### src/rtl/fifo_read_ctrl_pkg.sv
// Shared constants for the FIFO read-side engine.
// Word width/depth of the FIFO block and the read FSM encoding.
package fifo_read_ctrl_pkg;

    localparam int FIFO_WIDTH = 32;
    localparam int FIFO_DEPTH = 4;

    localparam logic [1:0] ST_IDLE  = 2'd0;
    localparam logic [1:0] ST_RUN   = 2'd1;
    localparam logic [1:0] ST_CLEAR = 2'd2;

endpackage

### src/rtl/fifo_read_skid.sv
// Two-entry in-order buffer between FIFO pops and the downstream port.
// Head entry is always r_d0; flush empties it in one cycle.
module fifo_read_skid #(
    parameter int W = 32
) (
    input  logic         Clk,
    input  logic         RstN,
    input  logic         i_push,
    input  logic [W-1:0] i_data,
    input  logic         i_pop,
    input  logic         i_flush,
    output logic [W-1:0] o_data,
    output logic [1:0]   o_occ
);

    logic [W-1:0] r_d0;
    logic [W-1:0] r_d1;
    logic [1:0]   r_occ;

    // Storage and occupancy update; simultaneous push/pop keeps order
    always_ff @(posedge Clk or negedge RstN) begin
        if (!RstN) begin
            r_d0  <= '0;
            r_d1  <= '0;
            r_occ <= 2'd0;
        end else if (i_flush) begin
            r_occ <= 2'd0;
        end else begin
            case ({i_push, i_pop})
                2'b10: begin
                    if (r_occ == 2'd0) r_d0 <= i_data;
                    else               r_d1 <= i_data;
                    r_occ <= r_occ + 2'd1;
                end
                2'b01: begin
                    r_d0  <= r_d1;
                    r_occ <= r_occ - 2'd1;
                end
                2'b11: begin
                    if (r_occ == 2'd1) begin
                        r_d0 <= i_data;
                    end else begin
                        r_d0 <= r_d1;
                        r_d1 <= i_data;
                    end
                end
                default: ;
            endcase
        end
    end

    assign o_data = r_d0;
    assign o_occ  = r_occ;

endmodule

### src/rtl/fifo_read_ctrl.sv
// FIFO read engine: pops the FIFO into a 2-entry buffer and
// presents words on a valid/ready port with burst framing.
module fifo_read_ctrl
    import fifo_read_ctrl_pkg::*;
#(
    parameter int FWIDTH    = FIFO_WIDTH,
    parameter int BURST_LEN = 4,
    parameter int CNT_WIDTH = 16
) (
    input  logic                 Clk,
    input  logic                 RstN,
    input  logic                 Enable,
    input  logic                 ClrReq,
    input  logic [FWIDTH-1:0]    F_Data,
    input  logic                 F_EmptyN,
    output logic                 FOutN,
    output logic                 FClrN,
    output logic [FWIDTH-1:0]    Out_Data,
    output logic                 Out_Valid,
    input  logic                 Out_Ready,
    output logic                 Out_Last,
    output logic [CNT_WIDTH-1:0] Word_Cnt,
    output logic                 Busy
);

    localparam int BW = (BURST_LEN > 1) ? $clog2(BURST_LEN) : 1;
    localparam logic [BW-1:0] LAST_BEAT = BW'(BURST_LEN - 1);

    logic [1:0]           r_state;
    logic [1:0]           w_next;
    logic [BW-1:0]        r_beat;
    logic [CNT_WIDTH-1:0] r_word_cnt;
    logic [1:0]           w_occ;
    logic [FWIDTH-1:0]    w_head;
    logic                 w_clear;
    logic                 w_pop;
    logic                 w_valid;
    logic                 w_xfer;

    assign w_clear = (r_state == ST_CLEAR);
    assign w_pop   = (r_state == ST_RUN) & F_EmptyN & (w_occ != 2'd2);
    assign w_valid = (w_occ != 2'd0) & ~w_clear;
    assign w_xfer  = w_valid & Out_Ready;

    // Next state: a clear request overrides everything else
    always_comb begin
        w_next = r_state;
        if (ClrReq) begin
            w_next = ST_CLEAR;
        end else begin
            case (r_state)
                ST_IDLE:  if (Enable) w_next = ST_RUN;
                ST_RUN:   if (!Enable) w_next = ST_IDLE;
                ST_CLEAR: w_next = Enable ? ST_RUN : ST_IDLE;
                default:  w_next = ST_IDLE;
            endcase
        end
    end

    // State register
    always_ff @(posedge Clk or negedge RstN) begin
        if (!RstN) r_state <= ST_IDLE;
        else       r_state <= w_next;
    end

    // Burst beat position, advanced on each downstream transfer
    always_ff @(posedge Clk or negedge RstN) begin
        if (!RstN) begin
            r_beat <= '0;
        end else if (w_clear) begin
            r_beat <= '0;
        end else if (w_xfer) begin
            if (r_beat == LAST_BEAT) r_beat <= '0;
            else                     r_beat <= r_beat + BW'(1);
        end
    end

    // Running transfer count, wraps naturally at full width
    always_ff @(posedge Clk or negedge RstN) begin
        if (!RstN) begin
            r_word_cnt <= '0;
        end else if (w_clear) begin
            r_word_cnt <= '0;
        end else if (w_xfer) begin
            r_word_cnt <= r_word_cnt + CNT_WIDTH'(1);
        end
    end

    fifo_read_skid #(
        .W (FWIDTH)
    ) u_skid (
        .Clk     (Clk),
        .RstN    (RstN),
        .i_push  (w_pop),
        .i_data  (F_Data),
        .i_pop   (w_xfer),
        .i_flush (w_clear),
        .o_data  (w_head),
        .o_occ   (w_occ)
    );

    assign FOutN     = ~w_pop;
    assign FClrN     = ~w_clear;
    assign Out_Data  = w_head;
    assign Out_Valid = w_valid;
    assign Out_Last  = w_valid & (r_beat == LAST_BEAT);
    assign Word_Cnt  = r_word_cnt;
    assign Busy      = (r_state != ST_IDLE) | (w_occ != 2'd0);

endmodule

### config.mk
export PLATFORM = sky130hd
export DESIGN_NAME = fifo_read_ctrl
export DESIGN_NICKNAME = d
export VERILOG_FILES = /design/src/rtl/fifo_read_ctrl_pkg.sv /design/src/rtl/fifo_read_skid.sv /design/src/rtl/fifo_read_ctrl.sv
export SDC_FILE = /design/constraint.sdc
export NUM_CORES = 1
export LEC_CHECK = 0
export CAP_MARGIN = 20
export CORE_MARGIN = 8
export CORE_UTILIZATION = 45
export DETAILED_ROUTE_END_ITERATION = 10
export PLACE_DENSITY = 0.73
export SYNTH_ARGS = -nofsm -noshare
export SYNTH_HDL_FRONTEND = slang
export SYNTH_SLANG_ARGS = --single-unit
### constraint.sdc
create_clock -name Clk -period 3.4 [get_ports Clk]
set_input_delay 0.34 -clock Clk [delete_from_list [all_inputs] [get_ports Clk]]
set_output_delay 0.34 -clock Clk [all_outputs]
set_load 0.05 [all_outputs]
Word level (Yosys, flattened, before mapping)
Index checks and enable logic that the tools add are counted.
- $lt $le $gt $ge: 0
- div/mod/pow operators: 0
- mux-type cells: 18
- bitwise logic cells: 8
- add/sub/neg operators: 4
- reductions and logical operators: 11
- multiply operators: 0
- shift-type cells: 0
- equality and inequality tests: 13
- operator list (cell ; number):
    2-to-1 mux 32 bit ; 4
    case mux 32 bit (3 select lines) ; 1
    case mux 32 bit (2 select lines) ; 1
    2-to-1 mux 16 bit ; 2
    adder 16 x 1 -> 16 bit, second input constant ; 1
    2-to-1 mux 2 bit ; 7
    == test 2 bit, second input constant ; 4
    nonzero test 2 bit ; 4
    == test 2 x 1 -> 1 bit, second input constant ; 3
    != test 2 bit, second input constant ; 3
    != test 3 bit, second input constant ; 2
    case mux 2 bit (3 select lines) ; 1
    nonzero test 3 bit ; 2
    AND 1 bit ; 5
    adder 2 x 1 -> 2 bit, second input constant ; 2
    zero test 2 bit ; 2
    case mux 2 bit (2 select lines) ; 1
    AND reduction 4 bit ; 1
    AND reduction 3 bit ; 1
    != test 2 x 1 -> 1 bit, second input constant ; 1
    NOT 1 bit ; 2
    AND reduction 2 bit ; 1
    subtractor 2 x 1 -> 2 bit, second input constant ; 1
    2-to-1 mux 1 bit ; 1
    OR 1 bit ; 1
- memory bits (writable): 0
- ROM bits: 0
- latch bits: 0
- memories kept: 0
- logic and storage cells: 60
- output and inout port bits: 53
- input bits: 38
- flip-flop bits (word level): 86

Depth between registers and ports, before layout
Gate-level depths: netlist of run 1.
- depth in word-level cells: 7
- mapped depth: 10
- mapped depth without buffers: 9

By module
From an unflattened synthesis of run 1, not the netlist that was laid out.
- cells, all modules: 298
- area total of the unflattened synthesis: 4391.7 µm²
- by module, submodules not included (module ; area each (µm²) ; seq. area each (µm²) ; cells each ; times used):
    fifo_read_skid ; 3337.0 ; 1651.6 ; 190 ; 1
    fifo_read_ctrl ; 1054.8 ; 500.5 ; 108 ; 1

Least setup slack after synthesis of run 1
Ideal clock, no wire load.
- path type: reg2reg
- start: register u_skid.r_occ[0], in the netlist u_skid.o_occ[0]
- end: register u_skid.r_d0[0], in the netlist u_skid.o_data[0]
- buffers on the path: 1
- arrival time: 2.520 ns
- cell stages (with the launch flop): 10
- data required time: 3.334 ns
- setup time: 0.066 ns
- slack: 0.814 ns
- path through: dfrtp_1 > inv_1 > ha_1 > and4bb_2 > inv_1 > ha_1 > or4_1 > nor2_1 > buf_2 > a221o_1
- word-level cells in the longest chain between the ends: 6
- elaborated cells on any way between the ends: 15
- RTL lines (item ; line ; source):
    from (decl) ; fifo_read_skid.sv:18 ; logic [1:0] r_occ;
    from (signal assigned) ; fifo_read_skid.sv:33 ; r_occ <= r_occ + 2'd1;
    from (signal assigned) ; fifo_read_skid.sv:37 ; r_occ <= r_occ - 2'd1;
    nonzero test 2 bit ; fifo_read_ctrl.sv:42 ; assign w_valid = (w_occ != 2'd0) & ~w_clear;
    AND 1 bit ; fifo_read_ctrl.sv:42 ;
    AND 1 bit ; fifo_read_ctrl.sv:43 ; assign w_xfer = w_valid & Out_Ready;
    == test 2 bit or == test 2 x 1 -> 1 bit (tied branches) ; fifo_read_skid.sv:29 ; case ({i_push, i_pop})
    != test 2 x 1 -> 1 bit (no line) or nonzero test 3 bit (tied branches) ; - ;
    AND reduction 3 bit (no line) ; - ;
    to (signal assigned) ; fifo_read_skid.sv:31 ; if (r_occ == 2'd0) r_d0 <= i_data;
    to (signal assigned) ; fifo_read_skid.sv:36 ; r_d0 <= r_d1;
    to (signal assigned) ; fifo_read_skid.sv:41 ; r_d0 <= i_data;
    to (decl) ; fifo_read_skid.sv:16 ; logic [W-1:0] r_d0;
Parallel ways exist; a longest one is shown, timed or not.
A chain may end at the register's enable or synchronous reset.

Worst setup path after layout of run 1
- start: register u_skid.r_occ[0], in the netlist u_skid.o_occ[0]
- end: register u_skid.r_d1[4]
- word-level cells in the longest chain between the ends: 6
- elaborated cells on any way between the ends: 14
- RTL lines (item ; line ; source):
    nonzero test 2 bit ; fifo_read_ctrl.sv:42 ;
    AND 1 bit ; fifo_read_ctrl.sv:42 ;
    AND 1 bit ; fifo_read_ctrl.sv:43 ;
    == test 2 bit ; fifo_read_skid.sv:29 ;
    != test 2 bit (no line) or nonzero test 2 bit (tied branches) ; - ;
    AND reduction 4 bit (no line) ; - ;
    to (signal assigned) ; fifo_read_skid.sv:32 ; else r_d1 <= i_data;
    to (signal assigned) ; fifo_read_skid.sv:44 ; r_d1 <= i_data;
    to (decl) ; fifo_read_skid.sv:17 ; logic [W-1:0] r_d1;
Parallel ways exist; a longest one is shown, timed or not.

==> metrics.md, run 1 <==
| Metric | Value |
|---|---|
| CTS clk-pin slew, worst paths | 0.08 ns |
| Req. time, crit path | 3.64 ns |
| Avg Cell Area, Syn | 12.4 um2 |
| Fin crit period | around 2.8 ns |
| Gate power share | 0.441 |
| Max-Cap Viols | 0 |
| Wire length on met3 | 594 um |
| Total CTS buffers | 9 |
| Synth top cells by count | 86 x dfrtp_1, 35 x nor2b_1, 32 x a221o_1, 32 x mux2_2, 18 x nand2_1 |
| Psw | 1.67 mW |
| Chip width | about 110 um |
| Vias in the first global route | 2978 |
| Final hold vios | 0 |
| CP cell instances | inv_1 > ha_1 > nor2b_1 > nand2_1 > inv_1 > ha_1 > o21ai_0 > a221oi_4 > buf_12 > mux2_2 |
| Largest net degree at the start of global routing | 35 |
| Final Max Tran Viols | 0 |
| Number of synthesized flops with an enable pin | 0 |
| Final core utilization | 0.618 |
| Status | complete, no violations |
| Final period util | 0.827 |
| Fin Setup TNS | 0 ns |
| Area growth syn-to-layout | 32.7% |
| Post-Syn Instances | a little over 300 |
| Drt drc | 0 |
| Antenna violations before repair | 0 |
| Clock Latency Late Sink | 0.36 ns |
| Layout cells sized above 1 | 0.160 |
| Via density | 5.48 |
| CP Max Fanout | 32 |
| CTS tree | built |
| Routed length on met2 | 4200 um |
| Post-CTS setup buffers | 0 |
| Total number of clock tree sinks | 86 |
| Design area | 5100 um2 |
| Kind of end point of the critical path | register |
| VDD IR max | 0.000494 V |
| H-tree depth | 3 |
| Hold WC Path Type | input pin to asynchronous set/reset pin |
| Switching share of power | 0.395 |
| P_int | roughly 2.6 mW |
| Gr usage total | 0.158 |
| Overflow after GRT | 0 |
| CP delay by family, top | adder cells |
| Post-Place Cell Area | slightly below 5000 um2 |
| Power Density | 831 nW/um2 |
| Drt total wl | 9060 um |
| Area of the mapped netlist | 3840 um2 |
| # port buffers | 90 |
| Post-synth top area cell | dfrtp_1 |
| Synth top area cells | dfrtp_1 56%, mux2_2 9.4%, a221o_1 8.3% |
| DRT antenna net count | 0 |
| DR pass1 iterations | 6 |
| Clock share of power | 0.176 |
| Die area | 11800 um2 |
| F_max | 356 MHz |
| Critical path's largest stage delay | about 0.4 ns |
| Setup Viol. Count Final | 0 |
| Die Span Y | approximately 110 um |
| P_leak | 2.19 nW |
| PostCTS Resize Cnt | 0 |
| Effective utilization at floorplan | 0.465 |
| Rows | 33 |
| Setup Skew | between 0.01 and 0.015 ns |
| Top cell type's share of synthesized area | 0.560 |
| Seq/Total Area, Yosys | 0.560 |
| Ys async rst share | 1.00 |
| Ports | 91 |
| RSZ-0062 raised after global routing | no |
| Kind of critical path | register to register |
| Count leader, synth | dfrtp_1 |
| Synth Flop Type | dfrtp_1 |
| Hold Worst Slack | 0.464 ns |
| Post-synth cell types | 39 |
| Iteration-0 DRC Markers | 75 |
| CP max-delay cell | dfrtp_1 |
| Post-synth net total | 357 |
| Register bit count reported by yosys | 86 |
| Top routing layer used | met4 |
| Worst endpoint data arrival time | 3.05 ns |
| DR WL/cell | 17.7 um |
| Max-slew headroom | 0.431 |
| Max Root-Sink Buffers | 2 |
| Portion of total power attributed to sequential cells | 0.382 |
| First-pass GRT wire length | ~15000 um |
| Metal-1 WL | 4190 um |
| Clk root buf | clkbuf_8 |
| Final net count | 449 |
| DP HPWL | 6120 um |
| Core ar. | 8260 um2 |
| Worst setup SP type | register |
| Buffers & Inverters on Critical Path | 3 |
| Worst-margin pin slew | 0.846 ns |
| Vias post-DR | 2808 |
| RePlAce Congestion | 0.751 |
| # diodes | 0 |
| YS warnings | 0 |
[stage by stage]
| stage | power, mW | cells | worst slack (ns) |
|---|---|---|---|
| after floorplan | 2.88 | 310 | 0.814 |
| after global placement | 3.47 | 495 | 0.534 |
| after detailed placement | 3.52 | 495 | 0.481 |
| after CTS | 4.28 | 512 | 0.570 |
| after global routing | 4.47 | 512 | 0.369 |
| final | 4.24 | 512 | 0.588 |
[kinds of logic after synthesis]
| family | count (synthesis) | synth area share |
|---|---|---|
| adders and majority gates | 9 | 0.0293 |
| buffers and inverters | 24 | 0.0306 |
| AOI/OAI and AO/OA | 54 | 0.122 |
| muxes | 32 | 0.0938 |
| DFF | 86 | 0.560 |
| xor gates and xnor gates | 9 | 0.0205 |
| and+or+nand+nor | 96 | 0.144 |
[repair_timing]
item	CTS	global route
setup endpoints to repair	0	0
endpoints found under the hold margin	28	0
hold buffers	1	0
[state kept, by name, indices dropped and copies added (netlist names)]
signal	flops
r_beat	2
u_skid.r_d1	32
Word_Cnt	16
r_state	2
u_skid.o_occ	2
u_skid.o_data	32
[final cells by class]
class	instances	area (um2)
Clock inverter	4	53.8
Timing Repair Buffer	98	973
Clock buffer	12	155
Multi-Input combinational cell	200	1610
Inverter	7	26.3
Tap cell	105	131
Sequential cell	86	2150
Fill cell	666	3160
[routing by layer]
layer | up-vias | GRT usage
met4 | 0 | 0.0489
li1 | 1310 | -
met2 | 79 | 0.249
met5 | - | 0
met3 | 10 | 0.0452
met1 | 1409 | 0.206
[worst paths after layout]
check | from | end | slack, ns | cells past startpoint
max | u_skid.o_occ[0] | u_skid.r_d1[4] | 0.59 | 10
min | RstN | Word_Cnt[10] | 0.46 | 2
max reg2reg | u_skid.o_occ[0] | u_skid.r_d1[4] | 0.59 | 10
min reg2reg | u_skid.r_d1[7] | u_skid.o_data[7] | 0.50 | 1
max in group asynchronous | RstN | u_skid.r_d1[7] | 2.16 | 3
min in group Clk | ClrReq | r_state[1] | 0.47 | 1
[power by group through the flow]
stage / logic, mW / registers (mW) / clock network [mW]
finish: 1.87 / 1.62 / 0.747
floorplan: 0.678 / 2.20 / 0
global placement: 1.85 / 1.63 / 0
detailed placement: 1.89 / 1.62 / 0
CTS: 1.90 / 1.62 / 0.766
global route: 1.99 / 1.67 / 0.807
[layout by cell type (no fill, tap or decap), types with 2 or more instances in the layout]
cell type / count
clkdlybuf4s50_1: 89
dfrtp_1: 86
nor2b_1: 34
a221o_1: 32
mux2_2: 32
nand2_1: 18
nor2_1: 14
clkbuf_8: 11
ha_1: 9
buf_4: 7
inv_1: 6
a21oi_1: 6
xnor2_1: 6
nand3_1: 5
or4_1: 4
o21ai_0: 4
o31ai_1: 3
and3_1: 3
nor4_1: 3
xor2_1: 3
a211oi_1: 2
nand4_1: 2
nand4b_1: 2
a31oi_1: 2
a41o_1: 2
nor4b_1: 2
clkinvlp_4: 2
Note: power is estimated with default switching activity, not from simulation.
==> run 2, diff against run 1 <==
Settings changed: PLACE_DENSITY 0.73 to 0.76.
Clock period 3.4 ns to 2.5 ns, I/O delays scaled along.
==> metrics.md, run 2 (synthesis gave the netlist of run 1 again) <==
| Metric | Value |
|---|---|
| Antenna violations before repair | 0 (unchanged) |
| Hold WC Path Type | input pin to register |
| Commonest non-fill, non-tap cells in the layout | 86 x dfrtp_1, 86 x clkdlybuf4s50_1, 33 x nor2b_1, 32 x a221o_1, 32 x mux2_2 |
| CP Max Fanout | 8 (-75%) |
| Total CTS buffers | 9 (unchanged) |
| DR pass1 iterations | 4 (-2) |
| RePlAce Congestion | 0.760 (+1.2%) |
| F_max | 413 MHz (+16%) |
| Vias in the first global route | 3072 (+3.2%) |
| Clk root buf | clkbuf_8 |
| CTS clk-pin slew, worst paths | 0.09 ns (about the same) |
| # fillers | 636 (-4.5%) |
| Fin crit period | 2.42 ns (-0.393 ns) |
| CTS tree | built |
| Hold Worst Slack | 0.363 ns (-0.101 ns) |
| # port buffers | 90 (unchanged) |
| Setup Skew | 0.0132 ns (+0.00306 ns) |
| Final core utilization | 0.661 (+0.0438) |
| Setup Viol. Count Final | 0 (unchanged) |
| Clock Latency Late Sink | 0.35 ns (about the same) |
| Worst setup SP type | register |
| First-pass GRT wire length | 15600 um (+5.0%) |
| Gate power share | 0.441 (about the same) |
| VDD IR max | 0.000602 V (+22%) |
| Switching share of power | 0.377 (-0.0179) |
| Chip width | 108 um (unchanged) |
| Final net count | 471 (+4.9%) |
| Placed cell count | 506 (+2.2%) |
| Overflow after GRT | 0 (unchanged) |
| P_int | 3.82 mW (+49%) |
| DRT antenna net count | 0 (unchanged) |
| Final period util | 0.968 (+0.141) |
| Area growth syn-to-layout | 42.1% |
| Iteration-0 DRC Markers | 121 (+61%) |
| Rows | 33 (unchanged) |
| Die area | 11800 um2 (unchanged) |
| Largest net degree at the start of global routing | 48 (+37%) |
| DP HPWL | 6360 um (+3.9%) |
| # diodes | 0 (unchanged) |
| Gr usage total | 0.167 (+0.00874) |
| Worst endpoint data arrival time | 2.65 ns (-0.40 ns) |
| P_leak | 2.36 nW (+7.8%) |
| Fin Setup TNS | 0 ns (unchanged) |
| Max-slew headroom | 0.606 (+0.175) |
| Max-Cap Viols | 0 (unchanged) |
| Effective utilization at floorplan | 0.465 (unchanged) |
| Layout cells sized above 1 | 0.227 (+0.0669) |
| R2R Setup Slk | 0.08 ns (-0.51 ns) |
| Final Max Tran Viols | 0 (unchanged) |
| Clock share of power | 0.201 (+0.025) |
| DR WL/cell | 18.8 um (+6.0%) |
| Drt total wl | 10000 um (+10%) |
| Final hold vios | 0 (unchanged) |
| Total number of clock tree sinks | 86 (unchanged) |
| H-tree depth | 3 (unchanged) |
| Vias post-DR | 2985 (+6.3%) |
| Max Root-Sink Buffers | 2 (unchanged) |
| Kind of critical path | register to register |
| Worst-margin pin slew | 0.582 ns (-0.263 ns) |
| Power Density | 1120 nW/um2 (+35%) |
| Status | complete, no violations |
| Fin cells | 533 (+4.1%) |
| Portion of total power attributed to sequential cells | 0.358 (-0.024) |
| Ports | 91 (unchanged) |
| Via density | 5.60 (+2.1%) |
| Psw | 2.32 mW (+38%) |
| Req. time, crit path | 2.73 ns (-0.91 ns) |
| Core ar. | 8260 um2 (unchanged) |
| Drt drc | 0 (unchanged) |
| Die Span Y | 108 um (unchanged) |
| Kind of end point of the critical path | register |
[run 2: cell count changes in the layout (fill, tap and decap cells not counted), sizes merged]
cell,previous run,this run
clkdlybuf4s50,89,86
inv,8,6
clkinvlp,2,1
a21boi,1,2
clkbuf,12,13
buf,8,30
bufinv,1,4
[run 2: critical path: stages (launching register included)]
cell and delay, ns:
dfrtp_1 0.37, inv_2 0.05, ha_1 0.18, and4bb_2 0.33, ha_1 0.21, buf_4 0.16, o21ai_1 0.10, a221oi_4 0.25
buf_4 0.17, clkbuf_16 0.16, mux2_2 0.33
[run 2: power groups by stage]
stage                     registers (mW)  logic (mW)  clock network [mW]
final                               2.20        2.71                1.24
after global routing                2.27        2.87                1.32
after CTS                           2.19        2.68                1.26
after detailed placement            2.20        2.66                   0
after global placement              2.19        2.58                   0
after floorplan                     2.99       0.934                   0
[run 2: path summary, 6_finish.rpt]
check,startpoint,endpoint,depth (start not counted)
min reg2reg,r_beat[0],r_beat[0],1
min in group asynchronous,RstN,Word_Cnt[10],2
min,ClrReq,r_state[1],1
max,u_skid.o_occ[0],u_skid.r_d1[24],10
max in group asynchronous,RstN,u_skid.o_data[1],3
max reg2reg,u_skid.o_occ[0],u_skid.r_d1[24],10
[run 2: per-stage QoR]
step                      instance area, um2  power (mW)  worst slack [ns]
after global routing                    5460        6.45           -0.0493
final                                   5460        6.14            0.0810
after detailed placement                5020        4.86            -0.374
after floorplan                         3890        3.92           -0.0356
after global placement                  5020        4.77            -0.278
after CTS                               5300        6.13           0.00155
[run 2: area by class of cell]
cell class,instances,area [um2],area share
clock buffer,11,131,0.0241
multi-input combinational,201,1660,0.304
timing repair buffer,119,1230,0.226
tap,105,131,0.0241
sequential,86,2150,0.394
clock inverter,4,120,0.0220
inverter,7,32.5,0.00596
[run 2: what timing repair did]
action                                 CTS  global route
gates cloned                             1             3
pin swaps                                0             2
setup buffers                            0             7
setup endpoints to repair               32            64
hold buffers                             1             0
endpoints found under the hold margin   39             0
resized for setup                        1             9
[run 2: routing by layer]
layer | GRT usage | share of wire | up-vias
li1 | - | - | 1366
met1 | 0.207 | 0.43 | 1493
met2 | 0.265 | 0.48 | 107
met3 | 0.0476 | 0.069 | 19
met4 | 0.0753 | 0.023 | 0
met5 | 0 | 0 | -
